`config.mk`:
```
export PLATFORM = sky130hd
export DESIGN_NAME = xbus_arbiter
export DESIGN_NICKNAME = d
export VERILOG_FILES = /design/src/rtl/xbus_pkg.sv /design/src/rtl/xbus_rr_pick.sv /design/src/rtl/xbus_arbiter.sv
export SDC_FILE = /design/constraint.sdc
export NUM_CORES = 1
export LEC_CHECK = 0
export BUFFER_PORTS_ARGS = -buffer_cell sky130_fd_sc_hd__buf_4
export CELL_PAD_IN_SITES_DETAIL_PLACEMENT = 0
export CELL_PAD_IN_SITES_GLOBAL_PLACEMENT = 1
export CORE_AREA = 2 2 122 124
export CTS_CLUSTER_DIAMETER = 120
export CTS_CLUSTER_SIZE = 30
export DETAILED_ROUTE_END_ITERATION = 16
export DIE_AREA = 0 0 124 126
export GPL_ROUTABILITY_DRIVEN = 0
export PLACE_DENSITY_LB_ADDON = 0.1
export SLEW_MARGIN = 20
export SYNTH_ARGS = -nofsm -noshare
export SYNTH_HDL_FRONTEND = slang
export SYNTH_HIERARCHICAL = 1
export SYNTH_SLANG_ARGS = --single-unit
```
`constraint.sdc`:
```
create_clock -name clk -period 6.7 [get_ports clk]
set_clock_uncertainty 0.05 [all_clocks]
set_input_delay 2.01 -clock clk [delete_from_list [all_inputs] [get_ports clk]]
set_output_delay 2.01 -clock clk [all_outputs]
set_load 0.02 [all_outputs]
```
`src/rtl/xbus_pkg.sv`:
```
// xbus_pkg: shared xbus widths, master ids and request bundle
package xbus_pkg;
  localparam int XBUS_AW = 32;
  localparam int XBUS_DW = 32;
  localparam int XBUS_BEW = 4;
  typedef enum logic {M_IFETCH = 1'b0, M_LSU = 1'b1} xbus_mid_t;
  typedef struct packed {
    logic                we;
    logic [XBUS_BEW-1:0] be;
    logic [XBUS_AW-1:0]  addr;
    logic [XBUS_DW-1:0]  wdata;
  } xbus_req_t;
endpackage

```
`src/rtl/xbus_rr_pick.sv`:
```
// xbus_rr_pick: 2-way round-robin/fixed-priority winner select (clk, rst, req0, req1 -> winner) with last_gnt state
module xbus_rr_pick
  import xbus_pkg::*;
#(
  parameter bit FIXED_PRIO = 1'b0
) (
  input  logic      clk,
  input  logic      rst,
  input  logic      req0,
  input  logic      req1,
  output xbus_mid_t winner
);
  xbus_mid_t last_gnt;
  always_comb winner = (req0 && req1) ? ((FIXED_PRIO || last_gnt == M_IFETCH) ? M_LSU : M_IFETCH)
                                      : (req1 ? M_LSU : M_IFETCH);
  always_ff @(posedge clk)
    if (rst) last_gnt <= M_LSU;
    else if (req0 || req1) last_gnt <= winner;
endmodule

```
`src/rtl/xbus_arbiter.sv`:
```
// xbus_arbiter: shares one fixed-latency slave between m0 (ifetch) and m1 (lsu); m*_req/we/be/addr/wdata in, m*_gnt/rvalid/rdata out, s_* slave side
module xbus_arbiter
  import xbus_pkg::*;
#(
  parameter int RD_LATENCY = 1,
  parameter bit FIXED_PRIO = 1'b0
) (
  input  logic                clk,
  input  logic                rst,
  input  logic                m0_req,
  input  logic                m0_we,
  input  logic [XBUS_BEW-1:0] m0_be,
  input  logic [XBUS_AW-1:0]  m0_addr,
  input  logic [XBUS_DW-1:0]  m0_wdata,
  output logic                m0_gnt,
  output logic                m0_rvalid,
  output logic [XBUS_DW-1:0]  m0_rdata,
  input  logic                m1_req,
  input  logic                m1_we,
  input  logic [XBUS_BEW-1:0] m1_be,
  input  logic [XBUS_AW-1:0]  m1_addr,
  input  logic [XBUS_DW-1:0]  m1_wdata,
  output logic                m1_gnt,
  output logic                m1_rvalid,
  output logic [XBUS_DW-1:0]  m1_rdata,
  output logic                s_cs,
  output logic                s_we,
  output logic [XBUS_BEW-1:0] s_be,
  output logic [XBUS_AW-1:0]  s_addr,
  output logic [XBUS_DW-1:0]  s_wdata,
  input  logic [XBUS_DW-1:0]  s_rdata
);
  xbus_mid_t winner;
  xbus_req_t rs;
  logic rd_acc;
  logic [RD_LATENCY-1:0] tag_v, tag_id;
  xbus_rr_pick #(.FIXED_PRIO(FIXED_PRIO)) u_pick (
    .clk(clk),
    .rst(rst),
    .req0(m0_req),
    .req1(m1_req),
    .winner(winner)
  );
  always_comb begin
    m0_gnt = winner == M_IFETCH && m0_req && !rst;
    m1_gnt = winner == M_LSU && m1_req && !rst;
    rs = winner == M_LSU ? xbus_req_t'{m1_we, m1_be, m1_addr, m1_wdata}
                         : xbus_req_t'{m0_we, m0_be, m0_addr, m0_wdata};
    s_cs = m0_gnt | m1_gnt;
    s_we = rs.we;
    s_be = rs.be;
    s_addr = rs.addr;
    s_wdata = rs.wdata;
    rd_acc = s_cs && !rs.we;
    m0_rvalid = !rst && tag_v[RD_LATENCY-1] && !tag_id[RD_LATENCY-1];
    m1_rvalid = !rst && tag_v[RD_LATENCY-1] && tag_id[RD_LATENCY-1];
    m0_rdata = s_rdata;
    m1_rdata = s_rdata;
  end
  always_ff @(posedge clk)
    if (rst) tag_v <= '0;
    else begin
      tag_v <= RD_LATENCY'({tag_v, rd_acc});
      tag_id <= RD_LATENCY'({tag_id, winner == M_LSU});
    end
endmodule

```
==> run summary, run 1 <==
status -> finished clean
Fmax achieved -> 179 MHz
GRT overflow -> 0
dominant cells by area after synthesis -> mux2_2 53%, buf_4 36%, dfxtp_1 2.7%
area leader, netlist -> mux2_2
Final Hold Vio Count -> 0
crit-path leading delay family -> buffers and inverters
later-pin clock latency in the skew report -> 0.23 ns
Critical Path AT -> 3.52 ns
ant diodes -> 0
FP Rows -> 44
fillcell total -> 1,609
wire per inst -> 13.0 um
register area share after synthesis -> 0.0474
initial antenna violation count -> 0
Mapped Area -> 1480 sq um
post-synthesis cell count -> 158
required time worst endpoint -> 4.64 ns
first-pass GRT wire length -> 8780 um
1st-pass router iterations -> 2
total track usage -> 0.0725
CTS tree -> built
# Max-Cap Violations -> 0
Synth cell types -> 18
Initial DRC Count -> 5
relative slew slack -> 0.701
chip width -> 124 um
Power Total -> 0.346 mW
IO Port Bufs -> 215
Worst setup SP type -> input port
Tmin final -> 5.58 ns
cts hold-fix bufs -> 0
Slew @ Worst Pin -> 0.449 ns
Root Buffer -> clkbuf_16
CP Cell Sequence -> buf_4, nand2_1, and2_4, buf_12, mux2_2, buf_4
fin nets -> 481
vias in the first global route -> 1,639
routed vias/inst -> 3.35
Leak Pwr -> 1.41 nW
Initial Utilization -> 0.103
top-count cell post-synth -> buf_4
DIE HEIGHT -> 126 um
Setup crit end kind -> output port
slowest library cell on the worst path -> and2_4
Detail Route Antenna Nets -> 0
period utilisation layout -> 0.832
crit path max fanout -> 45
Post-synth EDFFs -> 1
Longest Clk Path Bufs -> 2
post-route cell area -> 2880 sq um
TritonCTS Buffers -> 3
die area -> 15,600 sq um
Pwr per Cell Area -> 120 nW/um^2
CTS H-Tree Depth -> 1
Final Util -> 0.201
routed vias -> 1,640
CP most frequent cell -> buf_4
Clock Sink Count -> 3
Final setup viols -> 0
post-synth top area share -> 0.525
ys flop type -> dfxtp_1
setup TNS -> 0 ns
maximum number of pins on one net before global-route repair -> 46
Post-Layout Cell Count -> 490
WP buf/inv -> 3
drt drc -> 0
layout cell share with drive strength beyond 1 -> 0.944
post-detail-place hpwl -> 5480 um
drt total wl -> 6370 um
clock-pin slew on the worst setup and hold paths -> 0.03 ns
WS Path Type -> in2out
placed instance area -> 2800 sq um
I/O Pins -> 312
yosys warns -> 6
Worst Hold Class -> reg2reg
Synth async-reset ratio -> 0
RSZ-0062 raised after global routing -> no
Post-CTS Setup Inserts -> 0
area of the multi-input gates -> 866 sq um
synth cell count leaders -> 70 x buf_4, 69 x mux2_2, 2 x and3_1, 2 x dfxtp_1, 2 x nor3b_1
mean area per synthesized cell -> 9.36 sq um
worst vdd ir -> 0.000129 V
core area -> 14,300 sq um
Register Area -> 70.1 sq um
synth-to-layout area growth -> 94.9%
placed cells -> 486
Seq cells post-synth -> 3
CTS resizes -> 0
Max Slew Vio Count -> 0
Largest stage delay, worst path -> 0.43 ns
Mapped Nets -> 332
[stage by stage]
stage / setup slack, ns / hold WS (ns)
2_1_floorplan: 1.57 / 0.410
3_3_place_gp: 1.08 / 0.446
3_5_place_dp: 1.07 / 0.447
4_1_cts: 1.07 / 0.455
5_1_grt: 0.999 / 0.480
6_report: 1.12 / 0.449
[layout make-up]
cell class                 instances  share of cell area
clock buffer                       4              0.0273
inverter                           1             0.00130
multi-input combinational         82               0.300
sequential                         3              0.0243
tap                              184              0.0799
timing repair buffer             216               0.567
[worst reg2reg max path, delay by kind of cell (launching register included)]
| kind | cells | cell delay (ns) |
|---|---|---|
| buffers and inverters | 1 | 0.32 |
| AO/OA/AOI/OAI | 1 | 0.12 |
| AND/OR/NAND/NOR | 3 | 0.62 |
| flip-flops | 1 | 0.29 |
[layout by cell type (no fill, tap or decap), types with 2 or more instances in the layout]
master,instances
nor3b_1,2
mux2_2,69
clkbuf_16,3
buf_4,215
dfxtp_1,2
and3_1,2
[final timing paths]
path,start,endpoint,slack (ns),depth (start not counted)
worst max register to register,u_pick/last_gnt$_SDFFE_PP1P_,tag_v$_SDFF_PP0_,5.23,5
worst min-delay path,u_pick/last_gnt$_SDFFE_PP1P_,u_pick/last_gnt$_SDFFE_PP1P_,0.45,2
worst max-delay path,m0_req,s_addr[11],1.12,6
worst min register to register,u_pick/last_gnt$_SDFFE_PP1P_,u_pick/last_gnt$_SDFFE_PP1P_,0.45,2
[cell families after synthesis]
| kind of cell | count (synthesis) | synth area share |
|---|---|---|
| flops | 3 | 0.0474 |
| buf+inv | 73 | 0.369 |
| compound gates | 2 | 0.00846 |
| simple gates | 10 | 0.0431 |
| mux | 70 | 0.532 |
[state kept, by name, indices dropped and copies added (netlist names)]
register,cells
u_pick/last_gnt,1
tag_v,1
tag_id,1
[per-layer routing]
layer | global-route usage | vias up | share of wire
li1 | - | 780 | -
met1 | 0.0656 | 723 | 0.27
met2 | 0.149 | 115 | 0.57
met3 | 0.0136 | 22 | 0.12
met4 | 0.0330 | 0 | 0.035
met5 | 0 | - | 0
[power by group]
part           leakage [nW]  internal (mW)  total, mW  switching, mW
Combinational          1.35          0.134      0.230         0.0961
Sequential           0.0267         0.0202     0.0207       0.000485
Clock                0.0382         0.0786     0.0958         0.0172
Total                  1.41          0.232      0.346          0.114
(Power assumes the default switching activity.)
==> run 2, diff against run 1 <==
--- a/config.mk
+++ b/config.mk
@@ -8,11 +8,11 @@
 export BUFFER_PORTS_ARGS = -buffer_cell sky130_fd_sc_hd__buf_4
 export CELL_PAD_IN_SITES_DETAIL_PLACEMENT = 0
 export CELL_PAD_IN_SITES_GLOBAL_PLACEMENT = 1
-export CORE_AREA = 2 2 122 124
+export CORE_AREA = 2 2 121 123
 export CTS_CLUSTER_DIAMETER = 120
 export CTS_CLUSTER_SIZE = 30
 export DETAILED_ROUTE_END_ITERATION = 16
-export DIE_AREA = 0 0 124 126
+export DIE_AREA = 0 0 123 125
 export GPL_ROUTABILITY_DRIVEN = 0
 export PLACE_DENSITY_LB_ADDON = 0.1
 export SLEW_MARGIN = 20
==> constraint.sdc (replaced) <==
create_clock -name clk -period 4.7 [get_ports clk]
set_clock_uncertainty 0.05 [all_clocks]
set_input_delay 1.41 -clock clk [delete_from_list [all_inputs] [get_ports clk]]
set_output_delay 1.41 -clock clk [all_outputs]
set_load 0.02 [all_outputs]
==> run 2 against run 1 <==
  * Flip-flop and latch count did not move
  * First-iteration DRC count rose to 5.2 times the previous value
  * Setup slack got worse by 0.56 ns
  * Routed wire length rose by 1.4%
  * Sequential power rose by 43%
  * Total power rose by 43%
  * Core utilization rose by 0.21 points
  * Largest cell class unchanged
  * Final area rose by 0.26%
  * Global-route usage rose by 0.15 points
  * Critical path type unchanged
  * Sequential share of layout area barely moved
==> run summary, run 2 (same netlist as run 1, synthesis figures left out) <==
Final setup viols -> 0 (unchanged)
CTS H-Tree Depth -> 1 (unchanged)
drt total wl -> 6450 um (was 6370 um)
most common cell after layout, fill and taps aside -> buf_4 (unchanged)
CP most frequent cell -> buf_4 (unchanged)
Leak Pwr -> 1.42 nW (was 1.41 nW)
die area -> 15,400 sq um (was 15,600 sq um)
hold_ws -> 0.448 ns (was 0.449 ns)
Pwr per Cell Area -> 171 nW/um^2 (was 120 nW/um^2)
RSZ-0062 raised after global routing -> no (unchanged)
initial antenna violation count -> 0 (unchanged)
# Max-Cap Violations -> 0 (unchanged)
Worst Hold Class -> reg2reg (unchanged)
post-route cell area -> 2890 sq um (was 2880 sq um)
synth-to-layout area growth -> 95.4% (was 94.9%)
Largest stage delay, worst path -> 0.39 ns (was 0.43 ns)
FP Rows -> 44 (unchanged)
setup TNS -> 0 ns (unchanged)
Detail Route Antenna Nets -> 0 (unchanged)
placed cells -> 487 (was 486)
Post-Layout Cell Count -> 491 (was 490)
IO Port Bufs -> 215 (unchanged)
maximum number of pins on one net before global-route repair -> 47 (was 46)
post-detail-place hpwl -> 5550 um (was 5480 um)
Setup crit end kind -> output port (unchanged)
placed instance area -> 2810 sq um (was 2800 sq um)
routed vias/inst -> 3.35 (about the same)
first-pass GRT wire length -> 8730 um (was 8780 um)
total track usage -> 0.0740 (was 0.0725)
WS Path Type -> in2out (unchanged)
Clock Sink Count -> 3 (unchanged)
routed vias -> 1,646 (was 1,640)
GRT overflow -> 0 (unchanged)
Initial Utilization -> 0.104 (was 0.103)
top flop regs -> tag_id: 1 flops, tag_v: 1 flops, u_pick/last_gnt: 1 flops (unchanged)
wire per inst -> 13.1 um (was 13.0 um)
DIE HEIGHT -> 125 um (was 126 um)
period utilisation layout -> 0.880
Critical Path AT -> 2.67 ns (was 3.52 ns)
ant diodes -> 0 (unchanged)
Power Total -> 0.495 mW (was 0.346 mW)
Final Util -> 0.203 (was 0.201)
Longest Clk Path Bufs -> 2 (unchanged)
Root Buffer -> clkbuf_16 (unchanged)
status -> finished clean (unchanged)
chip width -> 123 um (was 124 um)
drt drc -> 0 (unchanged)
layout cell share with drive strength beyond 1 -> 0.945 (was 0.944)
vias in the first global route -> 1,596 (was 1,639)
Final Hold Vio Count -> 0 (unchanged)
WP buf/inv -> 3 (unchanged)
crit path max fanout -> 29 (was 45)
CP Cell Sequence -> buf_4, nand2_1, and2_4, buf_4, mux2_2, buf_4 (was buf_4, nand2_1, and2_4, buf_12, mux2_2, buf_4)
I/O Pins -> 312 (unchanged)
Worst setup SP type -> input port (unchanged)
TritonCTS Buffers -> 3 (unchanged)
Initial DRC Count -> 26 (was 5)
CTS tree -> built (unchanged)
worst setup margin -> 0.566 ns (was 1.12 ns)
clock-pin slew on the worst setup and hold paths -> 0.03 ns (about the same)
cts hold-fix bufs -> 0 (unchanged)
relative slew slack -> 0.749 (was 0.701)
pre-CTS WS -> 0.545 ns (was 1.07 ns)
core area -> 14,200 sq um (was 14,300 sq um)
required time worst endpoint -> 3.24 ns (was 4.64 ns)
Slew @ Worst Pin -> 0.376 ns (was 0.449 ns)
later-pin clock latency in the skew report -> 0.22 ns (was 0.23 ns)
commonest cells after routing, fill and taps aside -> 216 x buf_4, 69 x mux2_2, 3 x clkbuf_16 (was 215 x buf_4, 69 x mux2_2, 3 x clkbuf_16)
Post-CTS Setup Inserts -> 0 (unchanged)
fin nets -> 482 (was 481)
Max Slew Vio Count -> 0 (unchanged)
slowest library cell on the worst path -> mux2_2 (was and2_4)
Fmax achieved -> 242 MHz
worst vdd ir -> 0.000109 V (was 0.000129 V)
crit-path leading delay family -> buffers and inverters (unchanged)
Tmin final -> 4.13 ns
CTS resizes -> 0 (unchanged)
1st-pass router iterations -> 3 (was 2)
==> run 2: cell count changes in the layout (fill, tap and decap cells not counted) <==
cell   previous run  this run
buf_4           215       216
==> run 2: cell type report <==
cell class                 instances  area [sq um]
timing repair buffer             217          1640
multi-input combinational         82           866
inverter                           1          3.75
fill                            1596         11300
sequential                         3          70.1
clock buffer                       4          78.8
tap                              184           230
==> run 2: path summary, 6_finish.rpt <==
path	from	slack, ns	depth (start not counted)	endpoint
worst min-delay path	u_pick/last_gnt$_SDFFE_PP1P_	0.45	2	u_pick/last_gnt$_SDFFE_PP1P_
worst max register to register	u_pick/last_gnt$_SDFFE_PP1P_	3.29	5	tag_v$_SDFF_PP0_
worst max-delay path	m0_req	0.57	6	s_addr[6]
worst min register to register	u_pick/last_gnt$_SDFFE_PP1P_	0.45	2	u_pick/last_gnt$_SDFFE_PP1P_
==> run 2: power breakdown <==
group / internal (mW) / switching (mW) / total [mW]
clock network: 0.112 / 0.0246 / 0.137
registers: 0.0288 / 0.000684 / 0.0295
logic: 0.191 / 0.138 / 0.329
total: 0.332 / 0.163 / 0.495
==> run 2: worst register-to-register path: stages, from the launching register on <==
cell     delay [ns]
dfxtp_1        0.31
nand2_1        0.06
and2_4         0.17
buf_12         0.18
or3b_1         0.42
a21oi_1        0.15
==> run 2: metal layers <==
layer  global-route usage  wire [um]
met1               0.0659       1880
met2                0.150       3570
met3               0.0255        856
met4               0.0227        144
met5                    0          0
==> run 3, diff against run 2 <==
--- a/config.mk
+++ b/config.mk
@@ -5,15 +5,15 @@
 export SDC_FILE = /design/constraint.sdc
 export NUM_CORES = 1
 export LEC_CHECK = 0
+export ABC_AREA = 1
 export BUFFER_PORTS_ARGS = -buffer_cell sky130_fd_sc_hd__buf_4
 export CELL_PAD_IN_SITES_DETAIL_PLACEMENT = 0
 export CELL_PAD_IN_SITES_GLOBAL_PLACEMENT = 1
-export CORE_AREA = 2 2 121 123
+export CORE_MARGIN = 2
+export CORE_UTILIZATION = 11
 export CTS_CLUSTER_DIAMETER = 120
 export CTS_CLUSTER_SIZE = 30
 export DETAILED_ROUTE_END_ITERATION = 16
-export DIE_AREA = 0 0 123 125
-export GPL_ROUTABILITY_DRIVEN = 0
 export PLACE_DENSITY_LB_ADDON = 0.1
 export SLEW_MARGIN = 20
 export SYNTH_ARGS = -nofsm -noshare
==> run 3 against run 2 <==
  * Core utilization up 1.4 points
  * Flip-flop and latch count is the same
  * Sequential power about the same
  * Non-clock buffer count unchanged
  * Critical endpoint is now s_addr[27]
  * First-iteration DRC count rose by 15%
  * Cell count increased by 27%
  * Clock power about the same
  * Register-to-register slack better by 0.08 ns
  * Critical path depth up 2
==> run summary, run 3 <==
core area -> 13,300 sq um (was 14,200 sq um)
maximum number of pins on one net before global-route repair -> 72 (was 47)
WS Path Type -> in2out (unchanged)
total track usage -> 0.0933 (was 0.0740)
Final setup viols -> 0 (unchanged)
Fmax achieved -> 247 MHz (was 242 MHz)
Critical Path AT -> 2.59 ns (was 2.67 ns)
status -> finished clean (unchanged)
Detail Route Antenna Nets -> 0 (unchanged)
Longest Clk Path Bufs -> 2 (unchanged)
Internal Power -> 0.312 mW (was 0.332 mW)
ant diodes -> 0 (unchanged)
1st-pass router iterations -> 4 (was 3)
Clock Sink Count -> 3 (unchanged)
Post-CTS Setup Inserts -> 0 (unchanged)
mean area per synthesized cell -> 4.93 sq um (was 9.36 sq um)
vias in the first global route -> 2,119 (was 1,596)
I/O Pins -> 312 (unchanged)
GRT overflow -> 0 (unchanged)
wire per inst -> 12.1 um (was 13.1 um)
setup TNS -> 0 ns (unchanged)
Worst setup SP type -> input port (unchanged)
Tmin final -> 4.05 ns (was 4.13 ns)
required time worst endpoint -> 3.24 ns (about the same)
most common cell after layout, fill and taps aside -> buf_4 (unchanged)
drt drc -> 0 (unchanged)
first-pass GRT wire length -> 10,900 um (was 8730 um)
IO Port Bufs -> 215 (unchanged)
Reg power frac -> 0.058 (was 0.060)
FP Rows -> 42 (was 44)
Slew @ Worst Pin -> 0.395 ns (was 0.376 ns)
worst vdd ir -> 0.0000631 V (was 0.000109 V)
Initial DRC Count -> 30 (was 26)
Synth cell types -> 14 (was 18)
Worst Hold Class -> reg2reg (unchanged)
Root Buffer -> clkbuf_16 (unchanged)
Psw -> 0.200 mW (was 0.163 mW)
Clock Power Share -> 0.265 (was 0.276)
routed vias -> 2,214 (was 1,646)
post-synthesis cell count -> 306 (was 158)
initial antenna violation count -> 0 (unchanged)
Seq cells post-synth -> 3 (unchanged)
period utilisation layout -> 0.863 (was 0.880)
commonest cells after routing, fill and taps aside -> 215 x buf_4, 210 x nand2_1, 5 x inv_1 (was 216 x buf_4, 69 x mux2_2, 3 x clkbuf_16)
Final Hold Vio Count -> 0 (unchanged)
later-pin clock latency in the skew report -> 0.22 ns (about the same)
# Max-Cap Violations -> 0 (unchanged)
Placer Congestion -> 0.699
fin nets -> 623 (was 482)
DIE HEIGHT -> 121 um (was 125 um)
clock-pin slew on the worst setup and hold paths -> 0.03 ns (about the same)
CTS resizes -> 0 (unchanged)
R2R Path Start -> u_pick/last_gnt$_SDFFE_PP1P_ (unchanged)
register area share after synthesis -> 0.0465 (was 0.0474)
post-detail-place hpwl -> 6330 um (was 5550 um)
Power Total -> 0.512 mW (was 0.495 mW)
layout cell share with drive strength beyond 1 -> 0.504 (was 0.945)
critical path launch point -> m0_req (unchanged)
synth-to-layout area growth -> 91.8% (was 95.4%)
Max Slew Vio Count -> 0 (unchanged)
Switching Fraction -> 0.390 (was 0.330)
synth cell count leaders -> 210 x nand2_1, 65 x buf_4, 12 x buf_2, 5 x inv_1 (was 70 x buf_4, 69 x mux2_2, 2 x and3_1, 2 x dfxtp_1, 2 x nor3b_1)
routed vias/inst -> 3.55 (was 3.35)
ys flop type -> dfxtp_1 (unchanged)
cts hold-fix bufs -> 0 (unchanged)
Initial Utilization -> 0.113 (was 0.104)
CTS H-Tree Depth -> 1 (unchanged)
Setup crit end kind -> output port (unchanged)
TritonCTS Buffers -> 3 (unchanged)
Leak Pwr -> 1.79 nW (was 1.42 nW)
top-count cell post-synth -> nand2_1 (was buf_4)
RSZ-0062 raised after global routing -> no (unchanged)
Synth async-reset ratio -> 0 (unchanged)
yosys warns -> 6 (unchanged)
top flop regs -> tag_id: 1 flops, tag_v: 1 flops, u_pick/last_gnt: 1 flops (unchanged)
Mapped Area -> 1510 sq um (was 1480 sq um)
Pwr per Cell Area -> 177 nW/um^2 (was 171 nW/um^2)
fillcell total -> 1,573 (was 1,596)
die area -> 14,700 sq um (was 15,400 sq um)
relative slew slack -> 0.737 (was 0.749)
chip width -> 121 um (was 123 um)
drt total wl -> 7580 um (was 6450 um)
Comb pwr share -> 0.677 (was 0.665)
Mapped Nets -> 480 (was 332)
CTS tree -> built (unchanged)
area leader, netlist -> nand2_1 (was mux2_2)
hold path start -> u_pick/last_gnt$_SDFFE_PP1P_ (unchanged)
dominant cells by area after synthesis -> nand2_1 52%, buf_4 32%, buf_2 4.0% (was mux2_2 53%, buf_4 36%, dfxtp_1 2.7%)
post-synth top area share -> 0.523 (was 0.525)
crit path max fanout -> 36 (was 29)
Post-synth EDFFs -> 1 (unchanged)
## run 3: changes by cell type after synthesis, moves of 4 or more
cell	previous run	this run
mux2_2	69	0
buf_4	70	65
nand2_1	1	210
inv_1	1	5
buf_2	1	12
## run 3: layer usage
layer | part of all wire | wire [um] | track usage
met3 | 0.11 | 858 | 0.0226
met1 | 0.30 | 2290 | 0.0871
met2 | 0.55 | 4190 | 0.190
met4 | 0.032 | 244 | 0.0363
met5 | 0 | 0 | 0
## run 3: power groups by stage
stage                     logic [mW]  registers, mW  clock network (mW)
final                          0.346         0.0297               0.136
after global routing           0.378         0.0300               0.140
after CTS                      0.355         0.0297               0.138
after detailed placement       0.354         0.0300                   0
after global placement         0.356         0.0301                   0
after floorplan                0.235         0.0298                   0
## run 3: path summary, 6_finish.rpt
path / slack (ns) / to / cells after the start
max: 0.65 / s_addr[27] / 8
min: 0.43 / u_pick/last_gnt$_SDFFE_PP1P_ / 2
max reg2reg: 3.37 / tag_v$_SDFF_PP0_ / 5
min reg2reg: 0.43 / u_pick/last_gnt$_SDFFE_PP1P_ / 2
## run 3: worst max-delay path, cell delays in order
cell and delay [ns]:
buf_4 0.09, nand2_1 0.05, and2_2 0.20, inv_4 0.30, buf_12 0.25, nand2_1 0.07, nand2_1 0.07, buf_4 0.14
## run 3: area by class of cell
class | count | area [sq um] | area share
Sequential cell | 3 | 70.1 | 0.0242
Inverter | 6 | 25.0 | 0.00865
Timing Repair Buffer | 217 | 1650 | 0.572
Clock buffer | 4 | 78.8 | 0.0273
Tap cell | 176 | 220 | 0.0762
Multi-Input combinational cell | 218 | 843 | 0.292
## run 3: cell families (layout without fill, tap and decap cells)
logic type | Yosys count | after routing | share of synthesized area
AOI/OAI and AO/OA | 2 | 2 | 0.00913
buffers and inverters | 85 | 227 | 0.395
DFF | 3 | 3 | 0.0465
and+or+nand+nor | 216 | 216 | 0.549
## run 3: metrics by stage
stage | util | instance area (sq um) | hold slack, ns | setup slack, ns | std cells
after global routing | 0.217 | 2890 | 0.470 | 0.464 | 624
final | 0.217 | 2890 | 0.430 | 0.645 | 624
after CTS | 0.217 | 2890 | 0.443 | 0.588 | 624
after global placement | 0.212 | 2810 | 0.438 | 0.584 | 620
after floorplan | - | 1510 | 0.382 | 1.07 | 306
after detailed placement | 0.212 | 2810 | 0.431 | 0.589 | 620
